==> src/rtl/mc_ctrl_pkg.sv <==
// Shared types and encodings for the multicycle RV32I control unit.
// Build option MC_MEM_READY_EN (used in module_mc_controller) adds memory wait states.
package mc_ctrl_pkg;

    typedef enum logic [3:0] {
        S_FETCH,
        S_DECODE,
        S_MEMADR,
        S_MEMREAD,
        S_MEMWB,
        S_MEMWRITE,
        S_EXECR,
        S_EXECI,
        S_ALUWB,
        S_BRANCH,
        S_JAL
    } state_t;

    localparam logic [6:0] OP_LOAD   = 7'b0000011;
    localparam logic [6:0] OP_STORE  = 7'b0100011;
    localparam logic [6:0] OP_RTYPE  = 7'b0110011;
    localparam logic [6:0] OP_ITYPE  = 7'b0010011;
    localparam logic [6:0] OP_BRANCH = 7'b1100011;
    localparam logic [6:0] OP_JAL    = 7'b1101111;

    localparam logic [2:0] ALU_ADD = 3'b000;
    localparam logic [2:0] ALU_SUB = 3'b001;
    localparam logic [2:0] ALU_AND = 3'b010;
    localparam logic [2:0] ALU_OR  = 3'b011;
    localparam logic [2:0] ALU_SLT = 3'b101;

    localparam logic       ADR_PC     = 1'b0;
    localparam logic       ADR_ALUOUT = 1'b1;

    localparam logic [1:0] RES_ALUOUT = 2'b00;
    localparam logic [1:0] RES_DATA   = 2'b01;
    localparam logic [1:0] RES_ALU    = 2'b10;

    localparam logic [1:0] SRCA_PC    = 2'b00;
    localparam logic [1:0] SRCA_OLDPC = 2'b01;
    localparam logic [1:0] SRCA_RS1   = 2'b10;

    localparam logic [1:0] SRCB_RS2  = 2'b00;
    localparam logic [1:0] SRCB_IMM  = 2'b01;
    localparam logic [1:0] SRCB_FOUR = 2'b10;

    localparam logic [1:0] IMM_I = 2'b00;
    localparam logic [1:0] IMM_S = 2'b01;
    localparam logic [1:0] IMM_B = 2'b10;
    localparam logic [1:0] IMM_J = 2'b11;

    function automatic logic [1:0] imm_sel(input logic [6:0] op);
        case (op)
            OP_STORE:  return IMM_S;
            OP_BRANCH: return IMM_B;
            OP_JAL:    return IMM_J;
            default:   return IMM_I;
        endcase
    endfunction

    function automatic logic is_supported(input logic [6:0] op);
        case (op)
            OP_LOAD, OP_STORE, OP_RTYPE, OP_ITYPE, OP_BRANCH, OP_JAL: return 1'b1;
            default: return 1'b0;
        endcase
    endfunction

endpackage

==> src/rtl/module_mc_alu_dec.sv <==
// ALU operation decode from funct3/funct7 for register and immediate ALU instructions.
module module_mc_alu_dec
    import mc_ctrl_pkg::*;
(
    input  logic       op5,
    input  logic [2:0] funct3,
    input  logic       funct7b5,
    output logic [2:0] alu_control
);

    always_comb begin
        alu_control = ALU_ADD;
        case (funct3)
            3'b000:  alu_control = (op5 & funct7b5) ? ALU_SUB : ALU_ADD;
            3'b010:  alu_control = ALU_SLT;
            3'b110:  alu_control = ALU_OR;
            3'b111:  alu_control = ALU_AND;
            default: alu_control = ALU_ADD;
        endcase
    end

endmodule

==> src/rtl/module_mc_controller.sv <==
// Moore control FSM for the multicycle RV32I core (lw, sw, R/I ALU, beq/bne, jal).
// Define MC_MEM_READY_EN to stall FETCH/MEMREAD/MEMWRITE on mem_ready_i.
//
//   state      | meaning
//   FETCH      | read instruction at PC, latch IR/old PC, PC <= PC+4
//   DECODE     | read registers, ALUOut <= old PC + imm (branch target)
//   MEMADR     | ALUOut <= rs1 + imm
//   MEMREAD    | read data memory at ALUOut
//   MEMWB      | rd <= loaded data
//   MEMWRITE   | write rs2 to data memory at ALUOut
//   EXECR      | ALUOut <= rs1 op rs2
//   EXECI      | ALUOut <= rs1 op imm
//   ALUWB      | rd <= ALUOut
//   BRANCH     | compare rs1/rs2, PC <= ALUOut if taken
//   JAL        | PC <= target, ALUOut <= old PC + 4
module module_mc_controller
    import mc_ctrl_pkg::*;
(
    input  logic       clk_i,
    input  logic       rst_n_i,
    input  logic [6:0] op_i,
    input  logic [2:0] funct3_i,
    input  logic       funct7b5_i,
    input  logic       zero_i,
    input  logic       mem_ready_i,
    output logic       pc_write_o,
    output logic       adr_src_o,
    output logic       mem_write_o,
    output logic       ir_write_o,
    output logic [1:0] result_src_o,
    output logic [1:0] alu_src_a_o,
    output logic [1:0] alu_src_b_o,
    output logic [1:0] imm_src_o,
    output logic [2:0] alu_control_o,
    output logic       reg_write_o,
    output logic       instr_done_o,
    output logic       illegal_o
);

    state_t     state;
    state_t     state_next;
    logic       ready;
    logic [2:0] alu_dec_ctrl;
    logic       pc_w, mem_w, ir_w, reg_w, done, illegal;

`ifdef MC_MEM_READY_EN
    assign ready = mem_ready_i;
`else
    assign ready = mem_ready_i | 1'b1;
`endif

    module_mc_alu_dec u_alu_dec (
        .op5         (op_i[5]),
        .funct3      (funct3_i),
        .funct7b5    (funct7b5_i),
        .alu_control (alu_dec_ctrl)
    );

    always_comb begin
        state_next = state;
        case (state)
            S_FETCH:    if (ready) state_next = S_DECODE;
            S_DECODE: begin
                case (op_i)
                    OP_LOAD, OP_STORE: state_next = S_MEMADR;
                    OP_RTYPE:          state_next = S_EXECR;
                    OP_ITYPE:          state_next = S_EXECI;
                    OP_BRANCH:         state_next = S_BRANCH;
                    OP_JAL:            state_next = S_JAL;
                    default:           state_next = S_FETCH;
                endcase
            end
            S_MEMADR:   state_next = op_i[5] ? S_MEMWRITE : S_MEMREAD;
            S_MEMREAD:  if (ready) state_next = S_MEMWB;
            S_MEMWB:    state_next = S_FETCH;
            S_MEMWRITE: if (ready) state_next = S_FETCH;
            S_EXECR:    state_next = S_ALUWB;
            S_EXECI:    state_next = S_ALUWB;
            S_ALUWB:    state_next = S_FETCH;
            S_BRANCH:   state_next = S_FETCH;
            S_JAL:      state_next = S_ALUWB;
            default:    state_next = S_FETCH;
        endcase
    end

    always_ff @(posedge clk_i or negedge rst_n_i) begin
        if (!rst_n_i) state <= S_FETCH;
        else          state <= state_next;
    end

    always_comb begin
        pc_w          = 1'b0;
        mem_w         = 1'b0;
        ir_w          = 1'b0;
        reg_w         = 1'b0;
        done          = 1'b0;
        illegal       = 1'b0;
        adr_src_o     = ADR_PC;
        result_src_o  = RES_ALUOUT;
        alu_src_a_o   = SRCA_PC;
        alu_src_b_o   = SRCB_RS2;
        alu_control_o = ALU_ADD;
        case (state)
            S_FETCH: begin
                // a stalled fetch must not advance PC or overwrite IR
                pc_w         = ready;
                ir_w         = ready;
                alu_src_b_o  = SRCB_FOUR;
                result_src_o = RES_ALU;
            end
            S_DECODE: begin
                alu_src_a_o = SRCA_OLDPC;
                alu_src_b_o = SRCB_IMM;
                illegal     = !is_supported(op_i);
            end
            S_MEMADR: begin
                alu_src_a_o = SRCA_RS1;
                alu_src_b_o = SRCB_IMM;
            end
            S_MEMREAD: adr_src_o = ADR_ALUOUT;
            S_MEMWB: begin
                result_src_o = RES_DATA;
                reg_w        = 1'b1;
                done         = 1'b1;
            end
            S_MEMWRITE: begin
                adr_src_o = ADR_ALUOUT;
                mem_w     = 1'b1;
                done      = ready;
            end
            S_EXECR: begin
                alu_src_a_o   = SRCA_RS1;
                alu_control_o = alu_dec_ctrl;
            end
            S_EXECI: begin
                alu_src_a_o   = SRCA_RS1;
                alu_src_b_o   = SRCB_IMM;
                alu_control_o = alu_dec_ctrl;
            end
            S_ALUWB: begin
                reg_w = 1'b1;
                done  = 1'b1;
            end
            S_BRANCH: begin
                alu_src_a_o   = SRCA_RS1;
                alu_control_o = ALU_SUB;
                pc_w          = zero_i ^ funct3_i[0];
                done          = 1'b1;
            end
            S_JAL: begin
                alu_src_a_o = SRCA_OLDPC;
                alu_src_b_o = SRCB_FOUR;
                pc_w        = 1'b1;
            end
            default: ;
        endcase
    end

    assign imm_src_o = imm_sel(op_i);

    // reset masks the strobes so nothing commits while rst_n_i is low
    assign pc_write_o   = pc_w    & rst_n_i;
    assign mem_write_o  = mem_w   & rst_n_i;
    assign ir_write_o   = ir_w    & rst_n_i;
    assign reg_write_o  = reg_w   & rst_n_i;
    assign instr_done_o = done    & rst_n_i;
    assign illegal_o    = illegal & rst_n_i;

endmodule
==> config.mk <==
export PLATFORM = sky130hd
export DESIGN_NAME = module_mc_controller
export DESIGN_NICKNAME = d
export VERILOG_FILES = /design/src/rtl/mc_ctrl_pkg.sv /design/src/rtl/module_mc_alu_dec.sv /design/src/rtl/module_mc_controller.sv
export SDC_FILE = /design/constraint.sdc
export NUM_CORES = 1
export LEC_CHECK = 0
export CORE_MARGIN = 2
export CORE_UTILIZATION = 35
export CTS_CLUSTER_DIAMETER = 80
export DETAILED_ROUTE_END_ITERATION = 8
export GPL_ROUTABILITY_DRIVEN = 0
export GPL_TIMING_DRIVEN = 0
export HOLD_SLACK_MARGIN = 0.02
export PLACE_DENSITY_LB_ADDON = 0.2
export SLEW_MARGIN = 0
export SYNTH_ARGS = -nofsm -noshare
export SYNTH_HDL_FRONTEND = slang
export SYNTH_SLANG_ARGS = --single-unit
==> constraint.sdc <==
create_clock -name clk_i -period 1.7 [get_ports clk_i]
set_input_delay 0.34 -clock clk_i [delete_from_list [all_inputs] [get_ports clk_i]]
set_output_delay 0.34 -clock clk_i [all_outputs]
set_load 0.02 [all_outputs]
# After elaboration in Yosys (flattened, before gate mapping)

Cells that the tools add are included.

Output and inout bits: 18
Bits of input ports: 15
Flip-flop bits (word level): 4

Bitwise gates (word level): 8
Reduce and logical (&&, ||, !) cells: 14
Eq/ne operators: 19
Multiplexer cells: 19

Operators by type and width:

| kind               | count |
|---|---|
| $pmux 4 s5         | 2 |
| $eq 4x3->1 const B | 4 |
| $eq 7x6->1 const B | 2 |
| $eq 7x7->1 const B | 2 |
| $eq 4x4->1 const B | 3 |
| $pmux 2 s2         | 3 |
| $pmux 3 s4         | 1 |
| $reduce_or 2->1    | 6 |
| $mux 1             | 9 |
| $eq 4x2->1 const B | 2 |
| $reduce_or 4->1    | 2 |
| $and 1x1->1        | 7 |
| $eq 7x2->1 const B | 1 |
| $eq 7x5->1 const B | 1 |
| $eq 3x3->1 const B | 2 |
| $pmux 2 s3         | 1 |
| $pmux 3 s2         | 1 |
| $reduce_or 3->1    | 2 |
| $reduce_or 6->1    | 1 |
| $eq 4x1->1 const B | 1 |
| $logic_not 4->1    | 1 |
| $eq 3x2->1 const B | 1 |
| $logic_not 3->1    | 1 |
| $mux 3             | 1 |
| 3 further kinds    | 3 |

# Depth between registers and ports, before layout

Gate-level depths: netlist of run 1.

Depth in word-level cells: 7
Depth in mapped cells: 5

# Hierarchy

Synthesis of run 1 repeated with hierarchy kept, for this count alone.

Cells, all modules: 75
Area, all modules: 596.8 µm²

Modules (own cells, without submodules):

| module               | cells an instance | area each (µm²) | instances |
|---|---|---|---|
| module_mc_controller | 70                | 568.0           | 1 |
| module_mc_alu_dec    | 5                 | 28.8            | 1 |

# Least setup slack after synthesis of run 1

No wires, ideal clock.

Path kind: register to output
Start point: register state[3]
End point: output port ir_write_o
Path buffers: 1
Path slack: -0.059 ns
Arrival: 1.419 ns
Stages on the path, launching flop included: 4
Cell sequence: dfrtp_1 buf_2 nor4_2 and2_1

Longest elaborated chain between the ends: 3

RTL lines:

| what                   | RTL line                    | source |
|---|---|---|
| from (decl)            | module_mc_controller.sv:40  | `state_t state;` |
| from (signal assigned) | module_mc_controller.sv:88  | `else state <= state_next;` |
| $logic_not 4->1        | module_mc_controller.sv:103 | `case (state)` |
| $mux 1                 | module_mc_controller.sv:103 |  |
| $and 1x1->1            | module_mc_controller.sv:164 | `assign ir_write_o = ir_w & rst_n_i;` |
| to (decl)              | module_mc_controller.sv:29  | `output logic ir_write_o,` |

Every way passes these cells.

# Final worst setup path of run 1

Start point: register state[0]
End point: output port pc_write_o

Longest elaborated chain between the ends: 4

RTL lines:

| what                                                 | RTL line                    | source |
|---|---|---|
| $eq 4x4->1 / $logic_not 4->1 (equally long branches) | module_mc_controller.sv:103 |  |
| $reduce_or 2->1 (no source line)                     | n/a                         |  |
| $pmux 1 s2 *                                         | module_mc_controller.sv:103 |  |
| $and 1x1->1 *                                        | module_mc_controller.sv:162 | `assign pc_write_o = pc_w & rst_n_i;` |
| to (decl)                                            | module_mc_controller.sv:26  | `output logic pc_write_o,` |

Every way passes the cells marked *; elsewhere a longest branch is shown, timed or not.

==> results of run 1 <==
==> metal layers <==
metal  share of wire (%)  global-route usage (%)
met5                   0                       0
met4                 2.4                    5.63
met3                 5.3                    3.02
met2                  54                    41.5
met1                  38                    25.0
==> cell type report <==
type	instances	area (µm²)	share of cell area (%)
buffer	5	60.1	5.65
multi-input combinational	57	499	47.0
inverter	2	7.51	0.707
tap	15	18.8	1.77
clock buffer	3	22.5	2.12
sequential	4	104	9.78
timing repair buffer	44	350	33.0
==> synth_stat cells (3+ instances only) <==
master | instances | area, µm²
buf_2 | 5 | 25.0
nand2_1 | 5 | 18.8
dfrtp_1 | 4 | 100
nor2_1 | 4 | 15.0
nor3_1 | 4 | 20.0
nand2b_1 | 3 | 18.8
nor2b_1 | 3 | 18.8
xnor2_1 | 3 | 26.3
==> critical path: cells and delay by family, from the launching register on <==
family / cells / cell delay [ns]
compound gates: 2 / 0.39
flops: 1 / 0.43
simple gates: 1 / 0.23
buf+inv: 1 / 0.18
==> worst max-delay path by stage <==
| stage | to | slack [ns] | cells past startpoint |
|---|---|---|---|
| after CTS | illegal_o | -0.10 | 5 |
| after global routing | alu_control_o[0] | -0.17 | 4 |
| after floorplan | alu_control_o[0] | 0.01 | 3 |
| after detailed placement | imm_src_o[0] | -0.68 | 5 |
| final | pc_write_o | -0.12 | 4 |
| after global placement | imm_src_o[1] | -0.68 | 4 |
==> kinds of logic after synthesis <==
logic type | count (synthesis) | share of synthesized area (%)
flops | 4 | 19.4
compound gates | 16 | 21.6
simple gates | 36 | 44.3
xor+xnor | 5 | 8.48
buf+inv | 7 | 6.30
==> through the flow <==
stage	area (µm²)	setup WS (ns)	instances	hold slack (ns)	total power, W
6_report	1060	-0.119	130	0.117	0.000961
5_1_grt	1060	-0.173	130	0.139	0.00101
4_1_cts	987	-0.102	125	0.120	0.000889
3_5_place_dp	867	-0.675	114	0.631	0.000728
3_3_place_gp	867	-0.683	114	0.629	0.000719
2_1_floorplan	538	0.0105	68	0.0444	0.000494
==> where the power goes <==
part           switching, W  total [W]  internal [W]
Combinational      0.000343   0.000704      0.000360
Sequential        0.0000264   0.000140      0.000114
Clock             0.0000382   0.000117     0.0000789
==> layout by cell type, fill, tap and decap left out, types with 2 or more instances in the layout <==
| cell type | count |
|---|---|
| nand2b_1 | 3 |
| nand2_1 | 3 |
| clkbuf_2 | 6 |
| xor2_1 | 2 |
| clkdlybuf4s50_1 | 3 |
| and2_1 | 2 |
| dfrtp_2 | 3 |
| clkbuf_4 | 3 |
| buf_4 | 20 |
| dlygate4sd2_1 | 3 |
| buf_6 | 10 |
| nor3_1 | 2 |
| buf_2 | 3 |
| nor3_2 | 2 |
| nor3b_2 | 2 |
| nor2_1 | 4 |
| xnor2_1 | 3 |
| clkdlybuf4s15_1 | 2 |
| o21a_1 | 2 |
| a22o_1 | 2 |
| nand2_2 | 2 |
| nand3b_1 | 2 |
==> what timing repair did <==
action	in CTS	in global routing
resized for setup	119	32
endpoints found under the setup margin	18	16
buffers inserted	8	5
pin swaps	11	8
==> results.sh, run 1 <==
export IMPL_post_route_period_util_pct=107
export IMPL_synth_distinct_cells=34
export IMPL_numCtsBuffers=3
export IMPL_standard_cell_with_the_maximum_stage_delay_on_the_critical_path="dfrtp_2"
export IMPL_numPortBuffers=31
export IMPL_clock_root_buffer="clkbuf_4"
export IMPL_holdCritPathClass="in -> async"
export IMPL_post_synth_cell_area_avg_um2=7.60
export IMPL_syn_area_um2=517
export IMPL_drt_pass1_iterations=4
export IMPL_rsz0062_at_grt="yes"
export IMPL_io_pin_count=33
export IMPL_max_slew_margin_rel_pct=76.5
export IMPL_largest_register_ff_count=4
export IMPL_area_growth_synth_to_final_pct=106
export IMPL_synth_enable_flop_cells=0
export IMPL_worst_r2r_endpoint="state[2]"
export IMPL_cells_traversed_along_the_worst_timing_path="nand3b_1 -> o21a_1 -> a221oi_2 -> buf_4"
export IMPL_hold_viol_final=0
export IMPL_worst_slew_pin_slew_ns=0.353
export IMPL_setup_worst_path_start="state[0]"
export IMPL_drt_wirelength_per_cell_um=15.6
export IMPL_cts_htree_levels=1
export IMPL_antenna_found_initial=0
export IMPL_required_ns=1.36
export IMPL_antenna_cells_inserted=0
export IMPL_final_critical_path_setup_slack_ns=-0.119
export IMPL_cts_tree="done"
export IMPL_synth_fp_nets=83
export IMPL_grt_total_usage_pct=21.8
export IMPL_leak_pwr_nw=0.483
export IMPL_result_of_the_run="finished, violations left"
export IMPL_grt_pass1_vias=679
export IMPL_powerDensity_nw_per_um2=905
export IMPL_grt_pass1_wl_um=3020
export IMPL_grt_overflow_total=0
export IMPL_arrival_ns=1.48
export IMPL_drv_slew=0
export IMPL_worst_path_largest_cell_delay_ns=0.43
export IMPL_hpwlAfterDp_um=1100
export IMPL_design_core_area_um2=1330
export IMPL_avgViaCountPerCell=5.75
export IMPL_cells_after_synthesis=68
export IMPL_maxCapViolCount=0
export IMPL_cts_num_sinks=4
export IMPL_synthFlopType="dfrtp_1"
export IMPL_fin_crit_ns=1.82
export IMPL_worstSetupEndpointType="output pin"
export IMPL_violations="negative setup slack"
export IMPL_setup_worst_path_start_class="flip-flop"
export IMPL_finalSetupTns_ns=-0.430
export IMPL_timing_reg2reg_setup_slack_ns=0.36
export IMPL_top_register="state"
export IMPL_hold_buffers=0
export IMPL_timing_fmax_ghz=0.550
export IMPL_drt_iter0_drc=14
export IMPL_async_flop_share_pct=100
export IMPL_grt_start_max_net_pins=11
export IMPL_via_count=748
export IMPL_drive_above_1_share_pct=57.4
export IMPL_critPathMaxFanout=5
export IMPL_dieHeight_um=42.4
export IMPL_routed_wl_um=2020
export IMPL_drcViolationCount=0
export IMPL_synth_warnings=0
export IMPL_final_setup_skew_ns=0.00253
export IMPL_criticalPathCategory="reg -> out"
export IMPL_worst_ir_drop_vdd_v=0.000407
export IMPL_initial_util_pct=38.7
export IMPL_postSynthRegisterBits=4
export IMPL_floorplan_die_area_um2=1800
export IMPL_std_cell_rows=13
export IMPL_report_final_setup_viol=8
export IMPL_timing_rr_start="state[1]"
export IMPL_fillers=97
export IMPL_worstRegToRegCells=4
export IMPL_cts_clk_slew_worst_paths_ns=0.04
export IMPL_die_width_um=42.4
export IMPL_synth_seq_area_share_pct=19.4
export IMPL_fin_util_pct=79.6
export IMPL_design_final_nets=132
export IMPL_drtAntennaViolNets=0
export IMPL_worst_skew_pair_latency_ns=0.23
export IMPL_largestRegisters="state (4)"
export IMPL_max_clock_path_buffers=2
Power figures use the tool's default switching activity.
==> inputs of run 2 (changes only) <==
--- a/config.mk
+++ b/config.mk
@@ -5,7 +5,6 @@
 export SDC_FILE = /design/constraint.sdc
 export NUM_CORES = 1
 export LEC_CHECK = 0
-export CORE_MARGIN = 2
 export CORE_UTILIZATION = 35
 export CTS_CLUSTER_DIAMETER = 80
 export DETAILED_ROUTE_END_ITERATION = 8
==> results.sh, run 2 (synthesis results as in run 1) <==
export IMPL_largestRegisters="state (4)"
export IMPL_clkPwrFrac_pct=12.4
export IMPL_grt_pass1_vias=648
export IMPL_cells_traversed_along_the_worst_timing_path="inv_1 -> or3_1 -> a21oi_1 -> buf_4"
export IMPL_criticalPathCategory="reg -> out"
export IMPL_worst_path_largest_cell_delay_ns=0.40
export IMPL_fin_crit_ns=1.88
export IMPL_report_final_setup_viol=8
export IMPL_standard_cell_with_the_maximum_stage_delay_on_the_critical_path="dfrtp_1"
export IMPL_clock_root_buffer="clkbuf_4"
export IMPL_powerDensity_nw_per_um2=865
export IMPL_layout_cells_non_filler=136
export IMPL_final_setup_skew_ns=0.00985
export IMPL_global_route_peak_usage_layer="met2"
export IMPL_p_switching_w=0.000431
export IMPL_leak_pwr_nw=0.525
export IMPL_required_ns=1.36
export IMPL_via_count=762
export IMPL_design_core_area_um2=1330
export IMPL_met3_usage_pct=3.89
export IMPL_seq_power_share_pct=13.5
export IMPL_initial_util_pct=38.7
export IMPL_post_layout_total_power_w=0.000986
export IMPL_worst_skew_pair_latency_ns=0.24
export IMPL_drtAntennaViolNets=0
export IMPL_critical_path_n_buffers_inverters=2
export IMPL_numCtsBuffers=3
export IMPL_area_growth_synth_to_final_pct=121
export IMPL_cts_htree_levels=1
export IMPL_grt_pass1_wl_um=2820
export IMPL_max_slew_margin_rel_pct=77.2
export IMPL_drv_slew=0
export IMPL_drcViolationCount=0
export IMPL_drive_above_1_share_pct=58.7
export IMPL_critPathMaxFanout=5
export IMPL_largest_register_ff_count=4
export IMPL_antenna_cells_inserted=0
export IMPL_cell_internal_power_w=0.000555
export IMPL_grt_overflow_total=0
export IMPL_routed_wl_um=2130
export IMPL_drt_iter0_drc=8
export IMPL_worst_slew_pin_slew_ns=0.341
export IMPL_drt_pass1_iterations=4
export IMPL_most_frequent_standard_cell_in_the_layout_excluding_fill_and_tap_cells="buf_4"
export IMPL_design_final_nets=138
export IMPL_worst_ir_drop_vdd_v=0.000564
export IMPL_drt_wirelength_per_cell_um=15.7
export IMPL_hpwlAfterDp_um=1150
export IMPL_die_width_um=40.4
export IMPL_top_register="state"
export IMPL_most_frequent_cells_in_the_layout="buf_4, buf_6, buf_2, dlygate4sd2_1, nor2_1"
export IMPL_floorplan_die_area_um2=1630
export IMPL_cts_tree="done"
export IMPL_violations="negative setup slack"
export IMPL_result_of_the_run="finished, violations left"
export IMPL_std_cell_rows=13
export IMPL_cts_clk_slew_worst_paths_ns=0.04
export IMPL_setup_worst_path_start_class="flip-flop"
export IMPL_io_pin_count=33
export IMPL_max_clock_path_buffers=2
export IMPL_critical_path_top_delay_family="flip-flops"
export IMPL_arrival_ns=1.54
export IMPL_antenna_found_initial=0
export IMPL_grt_start_max_net_pins=11
export IMPL_holdCritPathClass="in -> async"
export IMPL_numPortBuffers=31
export IMPL_worstSetupEndpointType="output pin"
export IMPL_rsz0062_at_grt="yes"
export IMPL_hold_viol_final=0
export IMPL_maxCapViolCount=0
export IMPL_grt_total_usage_pct=26.1
export IMPL_dp_cells=114
export IMPL_dieHeight_um=40.4
export IMPL_grtUsageMet2_pct=49.6
export IMPL_post_route_period_util_pct=111
export IMPL_globalRouteMet1Util_pct=29.2
export IMPL_switching_share_pct=43.7
export IMPL_avgViaCountPerCell=5.60
export IMPL_pwr_share_comb_pct=74.1
export IMPL_timing_fmax_ghz=0.531
export IMPL_final_critical_path_setup_slack_ns=-0.182
export IMPL_cts_num_sinks=4
## run 2: cell types whose count changed in the layout (fill, tap and decap cells not counted), sizes merged
cell,delta
buf,+8
clkdlybuf4s15,-1
dlygate4sd2,+2
clkbuf,-3
## run 2: stage by stage
step	setup slack (ns)	hold slack, ns	utilization, %	cell area, µm²	TNS [ns]
floorplan	0.0105	0.0444	-	538	0
global placement	-0.688	0.630	65.0	867	-7.77
detailed placement	-0.688	0.627	65.0	867	-8.02
CTS	-0.0953	0.102	76.5	1020	-0.326
global route	-0.232	0.111	85.5	1140	-1.51
finish	-0.182	0.0989	85.5	1140	-0.709
## run 2: worst paths after layout
check | start | end | slack (ns) | depth (start not counted)
setup reg to reg | state[1] | state[2] | 0.36 | 4
setup / recovery | state[0] | alu_src_a_o[0] | -0.18 | 4
hold reg to reg | state[0] | state[0] | 0.78 | 2
min in group clk_i | op_i[4] | state[2] | 0.43 | 3
hold / removal | rst_n_i | state[0] | 0.1 | 1
max in group asynchronous | rst_n_i | state[3] | 1.32 | 1
## run 2: what timing repair did
item / in CTS / in global routing
buffers inserted: 14 / 4
gates resized for setup: 118 / 34
hold buffers: 0 / 0
pin swaps: 11 / 10
gates cloned: 1 / 0
setup endpoints to repair: 18 / 17
hold endpoints to repair: 0 / 0
## run 2: area by class of cell
cell class,count,area (µm²)
Tap cell,15,18.8
Clock buffer,3,22.5
Sequential cell,4,103
Multi-Input combinational cell,57,532
Timing Repair Buffer,50,400
Inverter,2,7.51
Buffer,5,56.3
Fill cell,69,194
## run 2: per-layer routing
layer	routed length, µm	vias to the layer above
met4	69	0
met2	1110	36
met1	862	355
met5	0	-
li1	-	363
met3	88	8
## run 2: power groups by stage
| stage | clock (W) | sequential, W | combinational, W |
|---|---|---|---|
| final | 0.000123 | 0.000133 | 0.000731 |
| after global routing | 0.000137 | 0.000134 | 0.000773 |
| after CTS | 0.000125 | 0.000130 | 0.000630 |
| after detailed placement | 0 | 0.000127 | 0.000601 |
| after global placement | 0 | 0.000127 | 0.000594 |
| after floorplan | 0 | 0.000124 | 0.000370 |
